**config.mk**
```make
export PLATFORM = sky130hd
export DESIGN_NAME = serial_subtractor_flat
export DESIGN_NICKNAME = d
export VERILOG_FILES = /design/src/rtl/serial_subtractor_if.sv /design/src/rtl/serial_subtractor.sv /design/src/flat_wrapper.sv
export SDC_FILE = /design/constraint.sdc
export NUM_CORES = 1
export LEC_CHECK = 0
export ABC_AREA = 0
export CAP_MARGIN = 0
export CORE_UTILIZATION = 31
export DETAILED_ROUTE_END_ITERATION = 12
export GPL_TIMING_DRIVEN = 0
export PLACE_DENSITY = 0.54
export SYNTH_ARGS = -nofsm -noshare
export SYNTH_HDL_FRONTEND = slang
export SYNTH_SLANG_ARGS = --single-unit
```
**constraint.sdc**
```tcl
create_clock -name clk -period 2.6 [get_ports clk]
set_input_delay 0.52 -clock clk [delete_from_list [all_inputs] [get_ports clk]]
set_output_delay 0.52 -clock clk [all_outputs]
set_load 0.03 [all_outputs]
```
**src/rtl/serial_subtractor_if.sv**
```systemverilog
// Operand/result bundle for the bit-serial subtractor.
interface serial_subtractor_if #(
    parameter int unsigned BITS = 8
);
    logic            start;
    logic [BITS-1:0] A;
    logic [BITS-1:0] B;
    logic            busy;
    logic            done;
    logic [BITS-1:0] S;
    logic            Z;
    logic            N;
    logic            P;
    logic            V;

    modport master (output start, A, B, input busy, done, S, Z, N, P, V);
    modport slave  (input start, A, B, output busy, done, S, Z, N, P, V);
endinterface

```
**src/rtl/serial_subtractor.sv**
```systemverilog
// Bit-serial two's complement subtractor: S = A - B, one bit per cycle, LSB first,
// with zero/negative/even/overflow flags published on a one-cycle done pulse.
module serial_subtractor #(
    parameter int unsigned BITS = 8
) (
    input  logic                clk,
    input  logic                rst,
    serial_subtractor_if.slave  bus
);
    localparam int unsigned CW = $clog2(BITS + 1);

    typedef enum logic [1:0] {IDLE, SHIFT, DONE} state_t;

    state_t          r_state;
    state_t          w_next;
    logic [BITS-1:0] r_a;
    logic [BITS-1:0] r_b;
    logic [BITS-1:0] r_res;
    logic            r_a_sign;
    logic            r_b_sign;
    logic            r_c;
    logic [CW-1:0]   r_cnt;
    logic            r_busy;
    logic            r_done;
    logic [BITS-1:0] r_s;
    logic            r_z;
    logic            r_n;
    logic            r_p;
    logic            r_v;
    logic            w_nb;
    logic            w_bit;
    logic            w_cout;

    // A - B = A + ~B + 1: full adder on the inverted subtrahend bit
    assign w_nb   = ~r_b[0];
    assign w_bit  = r_a[0] ^ w_nb ^ r_c;
    assign w_cout = (r_a[0] & w_nb) | (r_a[0] & r_c) | (w_nb & r_c);

    always_ff @(posedge clk) begin
        if (rst) r_state <= IDLE;
        else     r_state <= w_next;
    end

    always_comb begin
        w_next = r_state;
        case (r_state)
            IDLE:    if (bus.start) w_next = SHIFT;
            SHIFT:   if (r_cnt == CW'(BITS - 1)) w_next = DONE;
            DONE:    w_next = IDLE;
            default: w_next = IDLE;
        endcase
    end

    // Datapath; published outputs only move on the edge that closes DONE
    always_ff @(posedge clk) begin
        if (rst) begin
            r_a      <= '0;
            r_b      <= '0;
            r_res    <= '0;
            r_a_sign <= 1'b0;
            r_b_sign <= 1'b0;
            r_c      <= 1'b0;
            r_cnt    <= '0;
            r_busy   <= 1'b0;
            r_done   <= 1'b0;
            r_s      <= '0;
            r_z      <= 1'b1;
            r_n      <= 1'b0;
            r_p      <= 1'b1;
            r_v      <= 1'b0;
        end else begin
            r_done <= 1'b0;
            r_busy <= (w_next != IDLE);
            case (r_state)
                IDLE: begin
                    if (bus.start) begin
                        r_a      <= bus.A;
                        r_b      <= bus.B;
                        r_a_sign <= bus.A[BITS-1];
                        r_b_sign <= bus.B[BITS-1];
                        r_c      <= 1'b1;
                        r_cnt    <= '0;
                    end
                end
                SHIFT: begin
                    r_a   <= r_a >> 1;
                    r_b   <= r_b >> 1;
                    r_res <= {w_bit, r_res[BITS-1:1]};
                    r_c   <= w_cout;
                    r_cnt <= r_cnt + CW'(1);
                end
                DONE: begin
                    r_done <= 1'b1;
                    r_s    <= r_res;
                    r_z    <= (r_res == '0);
                    r_n    <= r_res[BITS-1];
                    r_p    <= ~r_res[0];
                    r_v    <= (r_a_sign != r_b_sign) && (r_res[BITS-1] != r_a_sign);
                end
                default: ;
            endcase
        end
    end

    assign bus.busy = r_busy;
    assign bus.done = r_done;
    assign bus.S    = r_s;
    assign bus.Z    = r_z;
    assign bus.N    = r_n;
    assign bus.P    = r_p;
    assign bus.V    = r_v;
endmodule

```
**src/flat_wrapper.sv**
```systemverilog
// flat-port wrapper written by rule: the top's interface ports become plain ports
module serial_subtractor_flat 
#(
    parameter int unsigned BITS = 8
)
  (clk, rst, bus_start, bus_A, bus_B, bus_busy, bus_done, bus_S, bus_Z, bus_N, bus_P, bus_V);
  serial_subtractor_if #(.BITS(BITS)) bus_i ();
  input  logic clk;
  input  logic rst;
  input wire logic [$bits(bus_i.start)-1:0] bus_start;
  input wire logic [$bits(bus_i.A)-1:0] bus_A;
  input wire logic [$bits(bus_i.B)-1:0] bus_B;
  output wire logic [$bits(bus_i.busy)-1:0] bus_busy;
  output wire logic [$bits(bus_i.done)-1:0] bus_done;
  output wire logic [$bits(bus_i.S)-1:0] bus_S;
  output wire logic [$bits(bus_i.Z)-1:0] bus_Z;
  output wire logic [$bits(bus_i.N)-1:0] bus_N;
  output wire logic [$bits(bus_i.P)-1:0] bus_P;
  output wire logic [$bits(bus_i.V)-1:0] bus_V;
  assign bus_i.start = bus_start;
  assign bus_i.A = bus_A;
  assign bus_i.B = bus_B;
  assign bus_busy = bus_i.busy;
  assign bus_done = bus_i.done;
  assign bus_S = bus_i.S;
  assign bus_Z = bus_i.Z;
  assign bus_N = bus_i.N;
  assign bus_P = bus_i.P;
  assign bus_V = bus_i.V;
  serial_subtractor #(.BITS(BITS)) u_core (.clk(clk), .rst(rst), .bus(bus_i));
endmodule
```
Yosys cells after proc, flatten, opt, wreduce, memory -nomap -nowiden
Cells that the tools add are included.
{ "totals": {"in_bits": 19, "reg_bits": 47, "out_inout_bits": 14} }
{ "op_classes": {"muxes": 12, "n_eq_ne": 6, "n_addsub": 1, "bitwise_logic": 9, "n_reduce_logical": 7} }
{ "op_table": {"columns": ["operator", "count"], "rows": [
  ["$pmux W8 S2", 2],
  ["$mux W8", 2],
  ["$logic_not A8 Y1", 1],
  ["$pmux W4 S2", 1],
  ["$add A4 B1 Y4 const B", 1],
  ["$eq A4 B3 Y1 const B", 1],
  ["$mux W2", 2],
  ["$mux W4", 1],
  ["$pmux W2 S2", 1],
  ["$reduce_and A2 Y1", 2],
  ["$reduce_bool A2 Y1", 2],
  ["$and A1 B1 Y1", 3],
  ["$eq A2 B1 Y1 const B", 1],
  ["$eq A2 B2 Y1 const B", 1],
  ["$logic_not A2 Y1", 1],
  ["$mux W1", 2],
  ["$ne A1 B1 Y1", 2],
  ["$ne A2 B2 Y1 const B", 1],
  ["$not A1 Y1", 2],
  ["$or A1 B1 Y1", 2],
  ["$pmux W1 S2", 1],
  ["$xor A1 B1 Y1", 2],
  ["$logic_and A1 B1 Y1", 1]
]} }

Logic depth before layout (Yosys ltp)
{ "logic_depth": {"word_depth": 5, "ltp_mapped": 5, "mapped_depth_nobuf": 3} }

Least setup slack after synthesis
Ideal clock, no wire load.
{ "synth_timing": {"kind": "input to register", "from": "in bus_start", "to": "reg u_core.r_b[0]", "setup_time_ns": 0.132, "arrival_time_ns": 1.164, "cell_stages": 5, "path_buffers": 2, "path_slack_ns": 1.304, "path_cell_list": "buf_4 > o21ba_2 > buf_4 > nor2_1 > nor3_1"} }
{ "synth_between": {"elab_chain_cells": 2} }
{ "synth_rtl": {"columns": ["item", "line_no", "text"], "rows": [
  ["start: declaration", "flat_wrapper.sv:10", "input wire logic [$bits(bus_i.start)-1:0] bus_start;"],
  ["$ne A2 B2 Y1 (no source line)", null, null],
  ["$reduce_and A2 Y1 (no source line)", null, null],
  ["end signal: assignment", "serial_subtractor.sv:78", "r_b <= bus.B;"],
  ["end signal: assignment", "serial_subtractor.sv:87", "r_b <= r_b >> 1;"],
  ["end: declaration", "serial_subtractor.sv:17", "logic [BITS-1:0] r_b;"]
]} }
No other way between the ends.
A chain may end at the register's enable or synchronous reset.

==> results.md <==
- Status: finished, final reports clean
- Mean area per synthesized cell: about 8.6 sq um
- Worst vdd ir: about 0.30 mV
- Gp weighted congestion: 0.6956
- Initial DRC Count: 83
- LEAKAGE: ~0.93 nW
- Setup CP Type: flip-flop to output port
- CTS Buffer Depth: 2
- Die W: around 82 um
- Detailed Place HPWL: 2988 um
- R2R Path Start: u_core.r_state[0]$_SDFF_PP0_
- MaxCap Viol Count: 0
- Via density: just under 5
- Pwr/cell area: between 600 and 700 mW/mm^2
- Worst Hold Endpoint: u_core.bus.S[3]$_SDFFE_PP0P_
- Min Clock Period, post-route: 1.940 ns
- CP Max Fanout: 3
- Register area: ~920 sq um
- Fin crit share: between 70% and 80%
- Post-Place Worst Slack: 0.5418 ns
- Cell variety after synth: 36
- Antenna cells: 0
- Ys flop type: dfxtp_1
- Core Region: 0.006026 sq mm
- Synth async-reset ratio: 0%
- Routed WL per cell: between 10 and 15 um
- Slew HR: between 60% and 70%
- Clock Latency Late Sink: 0.30 ns
- Hold-fix buffers, CTS: 0
- Hold Path Stages: 2
- DIE HEIGHT: between 80 and 90 um
- CP Data Required Time: between 2 and 2.5 ns
- Layout Nets: around 290
- Final setup TNS: 0 ns
- Post-CTS setup buffer count: 0
- DR pass1 iterations: 4
- Initial Util: around 33%
- Commonest non-fill, non-tap cell in the layout: dfxtp_1
- Warnings, synthesis: 0
- Initial antenna violation count: 0
- Area of the multi-input gates: around 940 sq um
- Hold crit path type: flip-flop to flip-flop
- Final setup fails: 0
- DR DRC count: 0
- Pin count of the biggest net entering global routing: 15
- GRT Residual Overflow: 0
- Num CTS Buffers: 5
- Post-CTS Resized: 0
- Fin. Hold Viols: 0
- Seq cells post-synth: 46
- Seq/Total Area, Yosys: a little under half
- Final Max Tran Viols: 0
- Antenna viol nets, final: 0
- WP data arrival: 1.42 ns
- # rows: 28
- Die area: roughly 0.0067 sq mm
- TritonCTS clock tree: built
- Post-synthesis cell area: ~0.0020 sq mm
- RSZ-0062 raised after global routing: false
- Root buf cell: clkbuf_8
- Share of layout cells above drive strength 1: a little over a tenth
- Synth area leader: dfxtp_1
- FF-to-FF setup slack: approximately 1.2 ns
- Total GRT Usage: approximately 14%
- Fill cells: ~600
- Synth top area cells: dfxtp_1 47%, a21oi_1 7.9%, nand2_1 6.3%
- Critical Path Start Type: flip-flop
- Reg clk slew, reported paths: 0.09 ns
- Commonest cells after routing, fill and taps aside: 46 x dfxtp_1, 33 x nand2_1, 31 x a21oi_1, 31 x clkdlybuf4s50_1, 24 x nor2_1
- P&R area growth vs syn: 27.73%
- Sink Count: 46
- Slack of the critical path: approximately 0.66 ns
- Gate count of the mapped netlist: between 200 and 250
- Vias in the first global route: approximately 1,500
- Critical Path Sink Type: output port
- Hold Path Origin: u_core.bus.S[3]$_SDFFE_PP0P_
- I/O pin count: 33
- First-pass GRT wire length: 7176 um
- R2R cell count: 5
- Post-synth EDFFs: 0
- Wirelength, routed: between 4000 and 5000 um
- Syn nets: between 200 and 300
- Fmax: a little over 500 MHz
- Port Buffer Count: 31
- Worst R2R End: u_core.r_b[0]$_SDFFE_PP0P_
- Vias: between 1,500 and 2,000
- Slew of the pin with the lowest slew margin: 0.4885 ns
- Max Clock Skew: 0.008194 ns
- # H-tree levels: 2
- Yosys top cell area share: 46.70%
sequential cells by signal, indices dropped and copies added (netlist names), 2 cells and up:
register,flops
u_core.r_state,2
u_core.r_a,8
u_core.r_res,8
u_core.r_b,8
u_core.r_cnt,4
u_core.bus.S,7
power breakdown:
group | total, mW | internal [mW] | switching [mW] | leakage, nW
Clock | 0.653 | 0.410 | 0.243 | 0.0714
Combinational | 0.169 | 0.0861 | 0.0833 | 0.480
Sequential | 0.751 | 0.735 | 0.0159 | 0.376
Total | 1.57 | 1.23 | 0.343 | 0.928
through the flow:
stage | total power, mW | instance area, sq um | instances | util (%) | hold WS, ns
global placement | 0.9377 | 2376 | 335 | 39.43 | 0.4473
detailed placement | 0.9396 | 2376 | 335 | 39.43 | 0.4476
global route | 1.644 | 2519 | 343 | 41.80 | 0.4700
finish | 1.574 | 2519 | 343 | 41.80 | 0.4588
CTS | 1.589 | 2519 | 343 | 41.80 | 0.4603
floorplan | 0.8793 | 1972 | 229 | - | 0.4491
cells by family after synthesis:
group | count (synthesis) | synth area share, %
AO/OA/AOI/OAI | 43 | 13.01
adder cells (fa/ha/maj) | 2 | 1.650
buffers and inverters | 20 | 5.838
flip-flops | 46 | 46.70
multiplexers | 3 | 1.523
AND/OR/NAND/NOR | 115 | 31.28
per-layer routing:
metal  track usage, %  vias to the layer above  wire, um
met4            4.211                        0        38
met2            20.91                       29      1910
met3            2.667                        4       133
li1                 -                      859         -
met5                0                        -         0
met1            19.74                      783      2085
synth_stat cells, drive strengths merged, types with 2 or more instances:
master  number
inv          2
a21oi       31
nand2       33
nand3        3
nor2        24
dfxtp       46
mux2i        3
clkbuf       4
a22oi        3
nor2b        2
nand2b      16
a211oi       2
nor3        15
buf         14
or3b        15
nor4         2
critical path, cell delays in order, from the launching register on:
cell,delay (ns)
dfxtp_1,0.36
buf_4,0.12
clkdlybuf4s50_1,0.65
cell type report:
| type | instances | area share (%) |
|---|---|---|
| tap | 75 | 3.726 |
| multi-input combinational | 163 | 37.16 |
| clock inverter | 2 | 2.384 |
| buffer | 18 | 4.272 |
| timing repair buffer | 31 | 12.32 |
| clock buffer | 6 | 3.279 |
| sequential | 46 | 36.56 |
| inverter | 2 | 0.2981 |
how the worst max path moves through the flow:
stage,from,endpoint,slack (ns),depth (start not counted)
floorplan,bus_start,u_core.r_b[0]$_SDFFE_PP0P_,1.30,5
global placement,bus_start,u_core.r_b[1]$_SDFFE_PP0P_,0.55,5
detailed placement,bus_start,u_core.r_b[1]$_SDFFE_PP0P_,0.54,5
CTS,u_core.bus.N$_SDFFE_PP0P_,bus_S[7],0.65,2
global route,u_core.bus.N$_SDFFE_PP0P_,bus_S[7],0.59,2
finish,u_core.bus.N$_SDFFE_PP0P_,bus_S[7],0.66,2
(Power assumes the default switching activity.)
